<file path="src/rtl/eth_rx_fcs_check.sv">
// eth_rx_fcs_check: 32-bit XGMII-style rx ingress. It strips the preamble, checks the CRC-32 and length, and emits words with keep and status flags.
// Defining ETH_RX_STATS_EN adds the stat_ok/stat_err frame counters.
module eth_rx_fcs_check #(
  parameter int MIN_FRAME = 64,
  parameter int MAX_FRAME = 1518,
  parameter int CNT_W     = 16
) (
  input  logic        clk,
  input  logic        rst,
  input  logic [31:0] rx_data,
  input  logic [3:0]  rx_ctrl,
  output logic [31:0] m_data,
  output logic [3:0]  m_keep,
  output logic        m_valid,
  output logic        m_last,
  output logic        m_fcs_err,
  output logic        m_len_err,
  output logic        m_ctl_err
`ifdef ETH_RX_STATS_EN
  ,
  output logic [31:0] stat_ok,
  output logic [31:0] stat_err
`endif
);

  localparam logic [1:0] S_IDLE     = 2'd0;
  localparam logic [1:0] S_PREAMBLE = 2'd1;
  localparam logic [1:0] S_PAYLOAD  = 2'd2;
  localparam logic [1:0] S_ABORT    = 2'd3;

  localparam logic [7:0]  CH_TERM     = 8'hFD;
  localparam logic [7:0]  CH_IDLE     = 8'h07;
  localparam logic [31:0] CRC_INIT    = 32'hFFFF_FFFF;
  localparam logic [31:0] CRC_POLY    = 32'hEDB8_8320;
  localparam logic [31:0] CRC_RESIDUE = 32'hDEBB_20E3;
  localparam logic [31:0] START_WORD  = 32'h5555_55FB;
  localparam logic [31:0] SFD_WORD    = 32'hD555_5555;

  localparam logic [CNT_W-1:0] MIN_CNT = CNT_W'(MIN_FRAME);
  localparam logic [CNT_W-1:0] MAX_CNT = CNT_W'(MAX_FRAME);

  function automatic logic [31:0] crcByte(input logic [31:0] c, input logic [7:0] b);
    logic [31:0] v;
    v = c ^ {24'd0, b};
    for (int n = 0; n < 8; n++) begin
      v = v[0] ? ((v >> 1) ^ CRC_POLY) : (v >> 1);
    end
    return v;
  endfunction

  function automatic logic [CNT_W-1:0] satAdd(input logic [CNT_W-1:0] c, input logic [2:0] n);
    logic [CNT_W:0] s;
    s = {1'b0, c} + (CNT_W+1)'(n);
    return s[CNT_W] ? '1 : s[CNT_W-1:0];
  endfunction

  function automatic logic lenBad(input logic [CNT_W-1:0] c);
    return (c < MIN_CNT) || (c > MAX_CNT);
  endfunction

  logic [1:0]       r_state;
  logic [31:0]      r_crc;
  logic [CNT_W-1:0] r_cnt;
  logic             r_hold_vld;
  logic [31:0]      r_hold_data;
  logic             r_tail_vld;
  logic [31:0]      r_tail_data;
  logic [3:0]       r_tail_keep;
  logic             r_tail_fcs;
  logic             r_tail_len;
  logic [31:0]      r_m_data;
  logic [3:0]       r_m_keep;
  logic             r_m_valid;
  logic             r_m_last;
  logic             r_m_fcs;
  logic             r_m_len;
  logic             r_m_ctl;

  logic [3:0]       w_is_term;
  logic [3:0]       w_is_idle;
  logic [1:0]       w_first_lane;
  logic             w_any_ctrl;
  logic             w_term_ok;
  logic             w_exit_abort;
  logic             w_start_word;
  logic             w_sfd_word;
  logic [31:0]      w_crc_b [0:4];
  logic [31:0]      w_crc_fin;
  logic [CNT_W-1:0] w_cnt_word;
  logic [CNT_W-1:0] w_cnt_fin;
  logic [3:0]       w_part_keep;

  // Lane decode: the lowest control lane decides whether the word terminates or aborts.
  always_comb begin
    w_first_lane = 2'd0;
    for (int i = 0; i < 4; i++) begin
      w_is_term[i] = rx_ctrl[i] && (rx_data[8*i +: 8] == CH_TERM);
      w_is_idle[i] = rx_ctrl[i] && (rx_data[8*i +: 8] == CH_IDLE);
    end
    for (int i = 3; i >= 0; i--) begin
      if (rx_ctrl[i]) w_first_lane = 2'(i);
    end
    w_any_ctrl   = |rx_ctrl;
    w_term_ok    = w_any_ctrl && w_is_term[w_first_lane];
    w_exit_abort = |(w_is_term | w_is_idle);
    w_start_word = (rx_ctrl == 4'b0001) && (rx_data == START_WORD);
    w_sfd_word   = (rx_ctrl == 4'b0000) && (rx_data == SFD_WORD);
  end

  always_comb begin
    w_crc_b[0] = r_crc;
    for (int i = 0; i < 4; i++) begin
      w_crc_b[i+1] = crcByte(w_crc_b[i], rx_data[8*i +: 8]);
    end
    w_crc_fin  = w_crc_b[w_first_lane];
    w_cnt_word = satAdd(r_cnt, 3'd4);
    w_cnt_fin  = satAdd(r_cnt, {1'b0, w_first_lane});
    case (w_first_lane)
      2'd1:    w_part_keep = 4'h1;
      2'd2:    w_part_keep = 4'h3;
      2'd3:    w_part_keep = 4'h7;
      default: w_part_keep = 4'h0;
    endcase
  end

  logic [1:0]       w_state_nxt;
  logic [31:0]      w_crc_nxt;
  logic [CNT_W-1:0] w_cnt_nxt;
  logic             w_hold_vld_nxt;
  logic [31:0]      w_hold_data_nxt;
  logic             w_tail_vld_nxt;
  logic [31:0]      w_tail_data_nxt;
  logic [3:0]       w_tail_keep_nxt;
  logic             w_tail_fcs_nxt;
  logic             w_tail_len_nxt;
  logic [31:0]      w_o_data;
  logic [3:0]       w_o_keep;
  logic             w_o_valid;
  logic             w_o_last;
  logic             w_o_fcs;
  logic             w_o_len;
  logic             w_o_ctl;

  // Each data word sits in the hold register until the next word shows whether it is the last one.
  always_comb begin
    w_state_nxt     = r_state;
    w_crc_nxt       = r_crc;
    w_cnt_nxt       = r_cnt;
    w_hold_vld_nxt  = r_hold_vld;
    w_hold_data_nxt = r_hold_data;
    w_tail_vld_nxt  = 1'b0;
    w_tail_data_nxt = '0;
    w_tail_keep_nxt = '0;
    w_tail_fcs_nxt  = 1'b0;
    w_tail_len_nxt  = 1'b0;
    w_o_data        = '0;
    w_o_keep        = '0;
    w_o_valid       = 1'b0;
    w_o_last        = 1'b0;
    w_o_fcs         = 1'b0;
    w_o_len         = 1'b0;
    w_o_ctl         = 1'b0;

    if (r_tail_vld) begin
      w_o_valid = 1'b1;
      w_o_last  = 1'b1;
      w_o_data  = r_tail_data;
      w_o_keep  = r_tail_keep;
      w_o_fcs   = r_tail_fcs;
      w_o_len   = r_tail_len;
    end

    case (r_state)
      S_IDLE: begin
        w_crc_nxt      = CRC_INIT;
        w_cnt_nxt      = '0;
        w_hold_vld_nxt = 1'b0;
        if (w_start_word) w_state_nxt = S_PREAMBLE;
      end
      S_PREAMBLE: begin
        w_state_nxt = w_sfd_word ? S_PAYLOAD : S_IDLE;
      end
      S_PAYLOAD: begin
        if (!w_any_ctrl) begin
          w_crc_nxt = w_crc_b[4];
          w_cnt_nxt = w_cnt_word;
          if (w_cnt_word <= MAX_CNT) begin
            if (r_hold_vld) begin
              w_o_valid = 1'b1;
              w_o_data  = r_hold_data;
              w_o_keep  = 4'hF;
            end
            w_hold_vld_nxt  = 1'b1;
            w_hold_data_nxt = rx_data;
          end
        end else if (w_term_ok) begin
          w_state_nxt    = S_IDLE;
          w_crc_nxt      = w_crc_fin;
          w_cnt_nxt      = w_cnt_fin;
          w_hold_vld_nxt = 1'b0;
          if ((w_first_lane == 2'd0) || (w_cnt_fin > MAX_CNT)) begin
            if (r_hold_vld) begin
              w_o_valid = 1'b1;
              w_o_last  = 1'b1;
              w_o_data  = r_hold_data;
              w_o_keep  = 4'hF;
              w_o_fcs   = (w_crc_fin != CRC_RESIDUE);
              w_o_len   = lenBad(w_cnt_fin);
            end
          end else begin
            if (r_hold_vld) begin
              w_o_valid = 1'b1;
              w_o_data  = r_hold_data;
              w_o_keep  = 4'hF;
            end
            w_tail_vld_nxt  = 1'b1;
            w_tail_keep_nxt = w_part_keep;
            w_tail_fcs_nxt  = (w_crc_fin != CRC_RESIDUE);
            w_tail_len_nxt  = lenBad(w_cnt_fin);
            for (int i = 0; i < 3; i++) begin
              if (w_part_keep[i]) w_tail_data_nxt[8*i +: 8] = rx_data[8*i +: 8];
            end
          end
        end else begin
          w_state_nxt    = S_ABORT;
          w_hold_vld_nxt = 1'b0;
          if (r_hold_vld) begin
            w_o_valid = 1'b1;
            w_o_last  = 1'b1;
            w_o_data  = r_hold_data;
            w_o_keep  = 4'hF;
            w_o_fcs   = (r_crc != CRC_RESIDUE);
            w_o_len   = lenBad(r_cnt);
            w_o_ctl   = 1'b1;
          end
        end
      end
      default: begin
        w_hold_vld_nxt = 1'b0;
        if (w_exit_abort) w_state_nxt = S_IDLE;
      end
    endcase
  end

  always_ff @(posedge clk or posedge rst) begin
    if (rst) begin
      r_state     <= S_IDLE;
      r_crc       <= CRC_INIT;
      r_cnt       <= '0;
      r_hold_vld  <= 1'b0;
      r_hold_data <= '0;
      r_tail_vld  <= 1'b0;
      r_tail_data <= '0;
      r_tail_keep <= '0;
      r_tail_fcs  <= 1'b0;
      r_tail_len  <= 1'b0;
      r_m_data    <= '0;
      r_m_keep    <= '0;
      r_m_valid   <= 1'b0;
      r_m_last    <= 1'b0;
      r_m_fcs     <= 1'b0;
      r_m_len     <= 1'b0;
      r_m_ctl     <= 1'b0;
    end else begin
      r_state     <= w_state_nxt;
      r_crc       <= w_crc_nxt;
      r_cnt       <= w_cnt_nxt;
      r_hold_vld  <= w_hold_vld_nxt;
      r_hold_data <= w_hold_data_nxt;
      r_tail_vld  <= w_tail_vld_nxt;
      r_tail_data <= w_tail_data_nxt;
      r_tail_keep <= w_tail_keep_nxt;
      r_tail_fcs  <= w_tail_fcs_nxt;
      r_tail_len  <= w_tail_len_nxt;
      r_m_data    <= w_o_data;
      r_m_keep    <= w_o_keep;
      r_m_valid   <= w_o_valid;
      r_m_last    <= w_o_last;
      r_m_fcs     <= w_o_fcs;
      r_m_len     <= w_o_len;
      r_m_ctl     <= w_o_ctl;
    end
  end

  assign m_data    = r_m_data;
  assign m_keep    = r_m_keep;
  assign m_valid   = r_m_valid;
  assign m_last    = r_m_last;
  assign m_fcs_err = r_m_fcs;
  assign m_len_err = r_m_len;
  assign m_ctl_err = r_m_ctl;

`ifdef ETH_RX_STATS_EN
  logic [31:0] r_stat_ok;
  logic [31:0] r_stat_err;

  // Counters step on the same edge that registers m_last, so they update as the frame closes.
  always_ff @(posedge clk or posedge rst) begin
    if (rst) begin
      r_stat_ok  <= '0;
      r_stat_err <= '0;
    end else if (w_o_last) begin
      if (w_o_fcs || w_o_len || w_o_ctl) r_stat_err <= r_stat_err + 32'd1;
      else                               r_stat_ok  <= r_stat_ok + 32'd1;
    end
  end

  assign stat_ok  = r_stat_ok;
  assign stat_err = r_stat_err;
`endif

endmodule

</file>
<file path="config.mk">
export PLATFORM = sky130hd
export DESIGN_NAME = eth_rx_fcs_check
export DESIGN_NICKNAME = d
export VERILOG_FILES = /design/src/rtl/eth_rx_fcs_check.sv
export SDC_FILE = /design/constraint.sdc
export NUM_CORES = 1
export LEC_CHECK = 0
export ABC_CLOCK_PERIOD_IN_PS = 4600
export CORE_MARGIN = 2
export CORE_UTILIZATION = 40
export DETAILED_ROUTE_END_ITERATION = 10
export PLACE_DENSITY = 0.67
export REMOVE_ABC_BUFFERS = 1
export SLEW_MARGIN = 0
export SYNTH_ARGS = -nofsm -noshare
export SYNTH_HDL_FRONTEND = slang
export SYNTH_SLANG_ARGS = --single-unit
</file>
<file path="constraint.sdc">
create_clock -name clk -period 4.6 [get_ports clk]
set_input_delay 0.92 -clock clk [delete_from_list [all_inputs] [get_ports clk]]
set_output_delay 0.92 -clock clk [all_outputs]
set_load 0.05 [all_outputs]
</file>
==> results of run 1 <==
metrics by stage:
| step | hold WS, ps | setup TNS [ps] |
|---|---|---|
| after floorplan | 426 | -86760 |
| after global placement | 434 | -18850 |
| after detailed placement | 444 | -19720 |
| after CTS | 456 | -14.3 |
| after global routing | 481 | -0.525 |
| final | 470 | 0 |
area by class of cell:
cell class | count | area, um^2
flip-flops and latches | 154 | 3890
clock inverters | 14 | 184
multi-input cells | 1001 | 8590
inverters | 8 | 35.0
well taps | 396 | 495
repair buffers | 428 | 3530
fillers | 2574 | 13300
clock buffers | 18 | 439
layer usage:
metal  vias to the layer above  routed length [um]
met4                         0                2660
li1                       5088                   -
met2                       668               21600
met5                         -                   0
met1                      5590               18700
met3                       160                4040
timing repair:
action                                  4_1_cts  5_1_grt
gates cloned                                  0        0
resized for setup                            67       39
endpoints found under the setup margin       29       18
pin swaps                                    25       27
hold buffers                                  0        0
buffers inserted                             15       26
kinds of logic after synthesis:
logic type                 after synthesis  synth area share, %
buffers and inverters                   84                 2.69
and+or+nand+nor                        347                 13.4
adders and majority gates                4                0.467
muxes                                   31                 2.81
xor gates and xnor gates               367                 36.1
DFF                                    154                 31.6
AOI/OAI and AO/OA                      252                 12.9
critical path, stage by stage:
cell and delay (ps):
dlygate4sd2_1 370, xnor2_1 170, xnor3_2 520, buf_4 210, xnor2_2 280, xor2_4 220
xor3_2 380, buf_6 150, xnor2_1 140, a221o_1 370, or4_4 540, nor4_4 330
buf_4 170, o31ai_1 60
sequential cells by signal, summed over array words and instances (netlist names):
name	flops
r_crc	32
r_state	2
m_keep	4
r_hold_vld	1
r_tail_fcs	1
r_hold_data	32
m_fcs_err	1
r_tail_len	1
m_len_err	1
r_tail_vld	1
m_data	32
m_last	1
r_tail_data	24
m_valid	1
r_cnt	16
r_tail_keep	3
m_ctl_err	1
Yosys cell counts, types with 6 or more instances:
library cell,n
nor2_1,70
nor3_1,20
xnor3_1,53
dfrtp_1,122
nand3_1,27
o21ai_0,84
nor4_1,14
a21o_1,6
and3_1,15
nand4_1,14
xnor2_2,17
dfstp_2,32
a21oi_1,52
inv_1,8
mux2_2,29
a222oi_1,12
xor3_1,9
o22ai_1,21
o221ai_1,6
xnor2_1,205
a221oi_1,6
nand2_1,129
a31oi_1,21
nor2b_1,7
clkbuf_1,60
xor2_2,6
and2_1,26
xor2_1,65
buf_2,10
worst max-delay path by stage:
stage / from / end / slack, ps
2_1_floorplan: rx_ctrl[0] / r_crc[13] / -1290
3_3_place_gp: rx_data[3] / m_fcs_err / -1110
3_5_place_dp: rx_data[3] / m_fcs_err / -1130
4_1_cts: rx_data[12] / m_fcs_err / -10
5_1_grt: rx_data[13] / m_fcs_err / -0.5
6_report: rx_data[13] / m_fcs_err / 90
==> out/results.ini, run 1 <==
[run_status]
status=complete, no violations

[timing]
fin_skew_ps=10.8
setup_slack_ps=89.1
final-setup-viol-count=0
period_share_pct=98.1
slew_headroom_pct=18.5
hold_viol=0
period_minus_slack_ps=4510
max_freq_mhz=222
worstMarginPinSlew_ps=1220
report.final.slew_viol_count=0

[critical_path]
worst_ep_arrival_time_ps=4820
reg2reg_from=r_crc[2]
worstSetupStartpointType=input pin
required_ps=4910
rrSetupSlack_ps=160
critPathMaxFanout=5
r2r_cells=12
critical_path_class=input pin to flop
cp-end-kind=flop
r2r_end=m_fcs_err

[synthesis]
synth_ff_type=dfrtp_1
syn-cell-area_um2=12300
yosys_warnings=0
synth_largest_area_cell=dfrtp_1
seq_area_frac_synth_pct=31.6
avgSynthCellArea_um2=9.95
synthCells=1239
synth_area_leaders=dfrtp_1, xnor2_1, xnor3_1
synth_edf_count=0
ys_async_sr_fraction_pct=100
yosys.area.top_type_share_pct=24.8
ys_ff_latch=154
synthDistinctLibCells=67

[floorplanning]
die_w_um=180
die_height_um=180
initial_core_util_pct=40.4
io_pins=79
rows=64
coreArea_um2=30500
die_area_um2=32200

[global_route]
grtUsageMet1_pct=38.0
first_global_vias=11196
grt_max_degree=95
antenna_found_initial=0
grt_use_total_pct=28.8
grt_use_met2_pct=45.4
grt_pass1_wl_um=70000
use_met3_pct=5.63
grt_overflow_total=0
grt-busiest-layer=met2

[clock_tree]
cts.sinks=154
h-tree-depth=4
cts_tree=built
clk_pin_slew_ps=60
clk_path_buf_depth=2
cts-root-buf=clkbuf_16
clock_latency_ps=440
cts_buffers=17

[cells_and_area]
area.growth.synth_to_final_pct=39.2
drive_above_1_share_pct=34.3
finalNetCount=1652
num_antenna_cells=0
fin_area_um2=17200
layout_commonest_cell=buf_4
layout_common_cells=buf_4, xnor2_1, nand2_1
fin_util_pct=56.3
stdcell_count=2019

[routing]
dr.pass1.iters=10
drcViolationCount=0
via_per_inst=5.70
final_antenna_net_count=0
wl_per_cell_um=23.3
via_count=11506
drt-total-wl_um=47100
drt_iter0_drc=1555

[placement]
place_area_um2=15700
port_buffers=78
place_congestion=1.06
dp_slack_ps=-1130
dp_hpwl_um=36400
dpl.cell_count=1946

[hold_path]
hold_path_depth=1
hold_path.class=flop to flop
hold_path_end=m_keep[2]
min_from=r_tail_keep[2]

[flow_run]
maxCapViolCount=0

Power of run 1 is left out: the tool's default activity adds up to more than one toggle a clock period on the data nets, which glitch-free logic cannot reach.
==> run 2, diff against run 1 <==
--- a/config.mk
+++ b/config.mk
@@ -9,7 +9,6 @@
 export CORE_MARGIN = 2
 export CORE_UTILIZATION = 40
 export DETAILED_ROUTE_END_ITERATION = 10
-export PLACE_DENSITY = 0.67
 export REMOVE_ABC_BUFFERS = 1
 export SLEW_MARGIN = 0
 export SYNTH_ARGS = -nofsm -noshare
==> run 2 against run 1 <==
Against the previous run:
- via count shrank 3.5%
- final cell count shrank 0.79%
- largest cell class unchanged
- first-iteration DRC count shrank 22%
- critical path type unchanged
- global-route usage grew 0.40 points
- critical endpoint unchanged
==> out/results.ini, run 2 (same netlist as run 1, synthesis figures left out) <==
[floorplanning]
rows=64
die_area_um2=32200
initial_core_util_pct=40.4
coreArea_um2=30500
die_w_um=180
io_pins=79
die_height_um=180

[routing]
dr.pass1.iters=6
final_antenna_net_count=0
drt_iter0_drc=1208
drcViolationCount=0
drt-total-wl_um=47100
via_count=11106
via_per_inst=5.54
wl_per_cell_um=23.5

[cells_and_area]
drive_above_1_share_pct=33.4
layout_common_cells=buf_4, xnor2_1, nand2_1
finalNetCount=1636
layout_commonest_cell=buf_4
num_antenna_cells=0
fillers=2667
stdcell_count=2003
area.growth.synth_to_final_pct=37.6

[timing]
hold_viol=0
slew_headroom_pct=21.6
period_minus_slack_ps=4510
rsz0062_at_grt=no
fin_skew_ps=17.8
report.final.slew_viol_count=0
max_freq_mhz=222
period_share_pct=98.0
final-setup-viol-count=0
worstMarginPinSlew_ps=1180

[hold_path]
hold_path.class=flop to flop
hold_path_depth=1

[critical_path]
path_buf_inv=5
critPathMaxStageDelay_ps=560
path_depth=15
r2r_cells=13
critical_path_class=input pin to flop
required_ps=4920
worst_ep_arrival_time_ps=4830
cpMaxStageDelayCell=or4_1
cp_cell_sequence=dlymetal6s2s_1, buf_4, xnor2_4, xnor3_2, buf_4, xnor3_2, buf_4, xnor3_2, xnor2_1, xnor2_1, a221o_1, or4_1, nor4_4, buf_4, o31ai_1
critPathMaxFanout=4
cp-end-kind=flop
crit_family=XOR/XNOR gates
critPathMostFrequentCell=buf_4
worstSetupStartpointType=input pin

[global_route]
grt_use_total_pct=29.2
grt_max_degree=83
antenna_found_initial=1
grt_overflow_total=0
first_global_vias=11034
grt_pass1_wl_um=70400

[run_status]
status=complete, no violations

[placement]
dpl.cell_count=1957
place_congestion=1.00
port_buffers=78
dp_hpwl_um=36600

[clock_tree]
h-tree-depth=4
cts-root-buf=clkbuf_16
hold_buffers=0
clk_pin_slew_ps=90
clock_latency_ps=450
cts_buffers=17
clk_path_buf_depth=2
cts_tree=built
cts.sinks=154

[flow_run]
maxCapViolCount=0

[run 2: changes by cell type in the layout (fill, tap and decap cells not counted), moves of 4 or more]
cell            before  now
buf_12               8    3
buf_4              335  327
clkinv_8             0    8
dlymetal6s2s_1       4    8
o21ai_0             77   82
o21ai_1              8    4
xnor2_2             43   38
[run 2: cell type report]
class,count,area [um^2],area share (%)
clock buffers,17,425,2.51
clock inverters,15,214,1.26
inverters,8,35.0,0.206
multi-input cells,1001,8570,50.5
flip-flops and latches,154,3890,22.9
well taps,396,495,2.92
repair buffers,412,3340,19.7
[run 2: path summary, 6_finish.rpt]
path / endpoint / from / slack, ps
setup / recovery: m_fcs_err / rx_data[3] / 90
hold / removal: m_keep[2] / r_tail_keep[2] / 460
setup reg to reg: m_fcs_err / r_crc[1] / 180
hold reg to reg: m_keep[2] / r_tail_keep[2] / 460
max in group asynchronous: r_tail_data[23] / rst / 2750
min in group asynchronous: m_data[27] / rst / 970
[run 2: worst register-to-register path, stage by stage (launching register included)]
cell	delay, ps
dfstp_2	630
xnor2_4	150
buf_6	210
xnor3_2	400
xnor3_2	470
xnor2_2	190
xnor3_1	450
xnor3_1	390
a221o_1	380
nor4_2	290
nand4_1	190
nor4_4	330
buf_4	160
o31ai_1	60
[run 2: timing repair]
| action | in CTS | in global routing |
|---|---|---|
| buffers inserted | 3 | 11 |
| pin swaps | 17 | 29 |
| setup endpoints to repair | 17 | 14 |
| gates resized for setup | 51 | 47 |
[run 2: layer usage]
| layer | track usage (%) | up-vias | wire [um] |
|---|---|---|---|
| li1 | - | 5057 | - |
| met4 | 13.4 | 0 | 2230 |
| met2 | 44.6 | 559 | 20900 |
| met1 | 39.9 | 5390 | 20100 |
| met3 | 5.79 | 100 | 3870 |
| met5 | 0 | - | 0 |
[run 2: metrics by stage]
step           hold slack (ps)  setup TNS (ps)  setup slack (ps)  instance area (um^2)  util, %
3_3_place_gp               431          -14590             -1000                 15800     51.7
4_1_cts                    461               0              4.30                 16700     54.6
2_1_floorplan              426          -86760             -1290                 12000        -
6_report                   457               0              93.4                 17000     55.6
5_1_grt                    474               0              4.78                 17000     55.6
3_5_place_dp               437          -15390              -984                 15800     51.7
Power of run 2 is left out for the same reason.
==> run 3, diff against run 2 <==
--- a/config.mk
+++ b/config.mk
@@ -6,9 +6,12 @@
 export NUM_CORES = 1
 export LEC_CHECK = 0
 export ABC_CLOCK_PERIOD_IN_PS = 4600
+export CELL_PAD_IN_SITES_DETAIL_PLACEMENT = 1
+export CELL_PAD_IN_SITES_GLOBAL_PLACEMENT = 1
 export CORE_MARGIN = 2
 export CORE_UTILIZATION = 40
 export DETAILED_ROUTE_END_ITERATION = 10
+export PLACE_DENSITY_LB_ADDON = 0.1
 export REMOVE_ABC_BUFFERS = 1
 export SLEW_MARGIN = 0
 export SYNTH_ARGS = -nofsm -noshare
==> run 3 against run 2 <==
Against the previous run:
- core utilization down 0.30 points
- clock skew down 3.2 ps
- first-iteration DRC count down 26%
- critical path depth up 2
- highest routed layer unchanged
==> out/results.ini, run 3 (same netlist as run 1, synthesis figures left out) <==
[cells_and_area]
num_antenna_cells=0
multiInputGateArea_um2=8470
drive_above_1_share_pct=33.0
layout_common_cells=buf_4, xnor2_1, nand2_1
regArea_um2=3900
layout_commonest_cell=buf_4
area.growth.synth_to_final_pct=36.9
fillers=3408
finalNetCount=1642

[critical_path]
worst_ep_arrival_time_ps=4870
critPathMaxFanout=8
rrSetupSlack_ps=150
r2r_end=m_fcs_err
r2r_cells=14
cp-end-kind=flop
required_ps=4920
critical_path_class=input pin to flop
worstSetupStartpointType=input pin
reg2reg_from=r_crc[12]
startpoint=rx_data[1]

[floorplanning]
die_height_um=180
coreArea_um2=30500
die_w_um=180
io_pins=79
initial_core_util_pct=40.4
die_area_um2=32200
rows=64

[timing]
period_share_pct=98.9
fin_skew_ps=14.6
rsz0062_at_grt=yes
slew_headroom_pct=37.7
hold_viol=0
worstMarginPinSlew_ps=935
max_freq_mhz=220
period_minus_slack_ps=4550
setup_slack_ps=48.4
report.final.slew_viol_count=0
final-setup-viol-count=0

[placement]
port_buffers=78
dp_hpwl_um=41500
place_congestion=0.977
dp_slack_ps=-1130

[flow_run]
maxCapViolCount=0

[routing]
wl_per_cell_um=26.4
via_count=11345
dr.pass1.iters=6
routed-wl-met2_um=24300
drt_iter0_drc=891
drcViolationCount=0
wl_met1_um=22600
via_per_inst=5.65
top_layer=met4
drt-total-wl_um=53000
wl_met3_um=3470
final_antenna_net_count=0

[clock_tree]
cts-root-buf=clkbuf_16
clk_pin_slew_ps=70
hold_buffers=0
cts_tree=built
clk_path_buf_depth=2
h-tree-depth=4
cts.sinks=154
cts_buffers=17
clock_latency_ps=460

[hold_path]
hold_path_depth=1
min_from=r_tail_keep[2]
hold_path.class=flop to flop
hold_path_end=m_keep[2]

[global_route]
antenna_found_initial=0
grt_max_degree=69
first_global_vias=11974
grt_use_total_pct=33.1
grt_pass1_wl_um=78900
grt_overflow_total=0

[run_status]
status=complete, no violations

## run 3: cell count changes in the layout (fill, tap and decap cells not counted), sizes merged
cell / change
buf: +6
clkbuf: +1
clkdlybuf4s15: +1
clkdlybuf4s50: +2
clkinv: -5
clkinvlp: +3
dlygate4sd2: +7
dlymetal6s2s: -8
inv: -1
## run 3: routing by layer
| layer | up-vias | GRT usage (%) |
|---|---|---|
| li1 | 5057 | - |
| met1 | 5786 | 43.6 |
| met2 | 404 | 53.0 |
| met3 | 98 | 6.12 |
| met4 | 0 | 15.7 |
| met5 | - | 0 |
## run 3: stage by stage
stage	instances	hold WS [ps]	area [um^2]	setup TNS, ps	util (%)
floorplan	1163	426	12000	-86760	-
global placement	1962	433	15800	-18310	51.9
detailed placement	1962	438	15800	-21640	51.9
CTS	2003	459	16700	0	54.8
global route	2009	484	16900	-86.6	55.3
finish	2009	459	16900	0	55.3
## run 3: final cells by class
cell class                 instances  share of cell area, %
inverter                           8                  0.208
timing repair buffer             418                   20.3
clock buffer                      20                   2.71
multi-input combinational       1001                   50.2
tap                              396                   2.94
sequential                       154                   23.1
clock inverter                    12                  0.630
## run 3: worst max-delay path by stage
| stage | to |
|---|---|
| 3_5_place_dp | m_fcs_err |
| 5_1_grt | r_tail_fcs |
| 6_report | m_fcs_err |
| 3_3_place_gp | r_tail_fcs |
| 4_1_cts | m_fcs_err |
| 2_1_floorplan | r_crc[13] |
## run 3: timing repair
| item | in CTS | in global routing |
|---|---|---|
| setup endpoints to repair | 24 | 10 |
| pin swaps | 24 | 19 |
| setup buffers | 9 | 6 |
| resized for setup | 66 | 24 |
| endpoints found under the hold margin | 0 | 0 |
## run 3: worst max-delay path, cell delays in order
cell,delay [ps]
clkdlybuf4s50_1,400
buf_4,170
xnor2_4,190
buf_8,180
xnor3_1,280
buf_4,180
xnor3_1,260
xnor3_2,330
xor2_2,210
xnor2_1,130
buf_4,160
xnor2_2,210
nor2_1,80
or4_1,570
nor4_4,360
buf_4,170
o31ai_1,60
Power of run 3 is left out for the same reason.
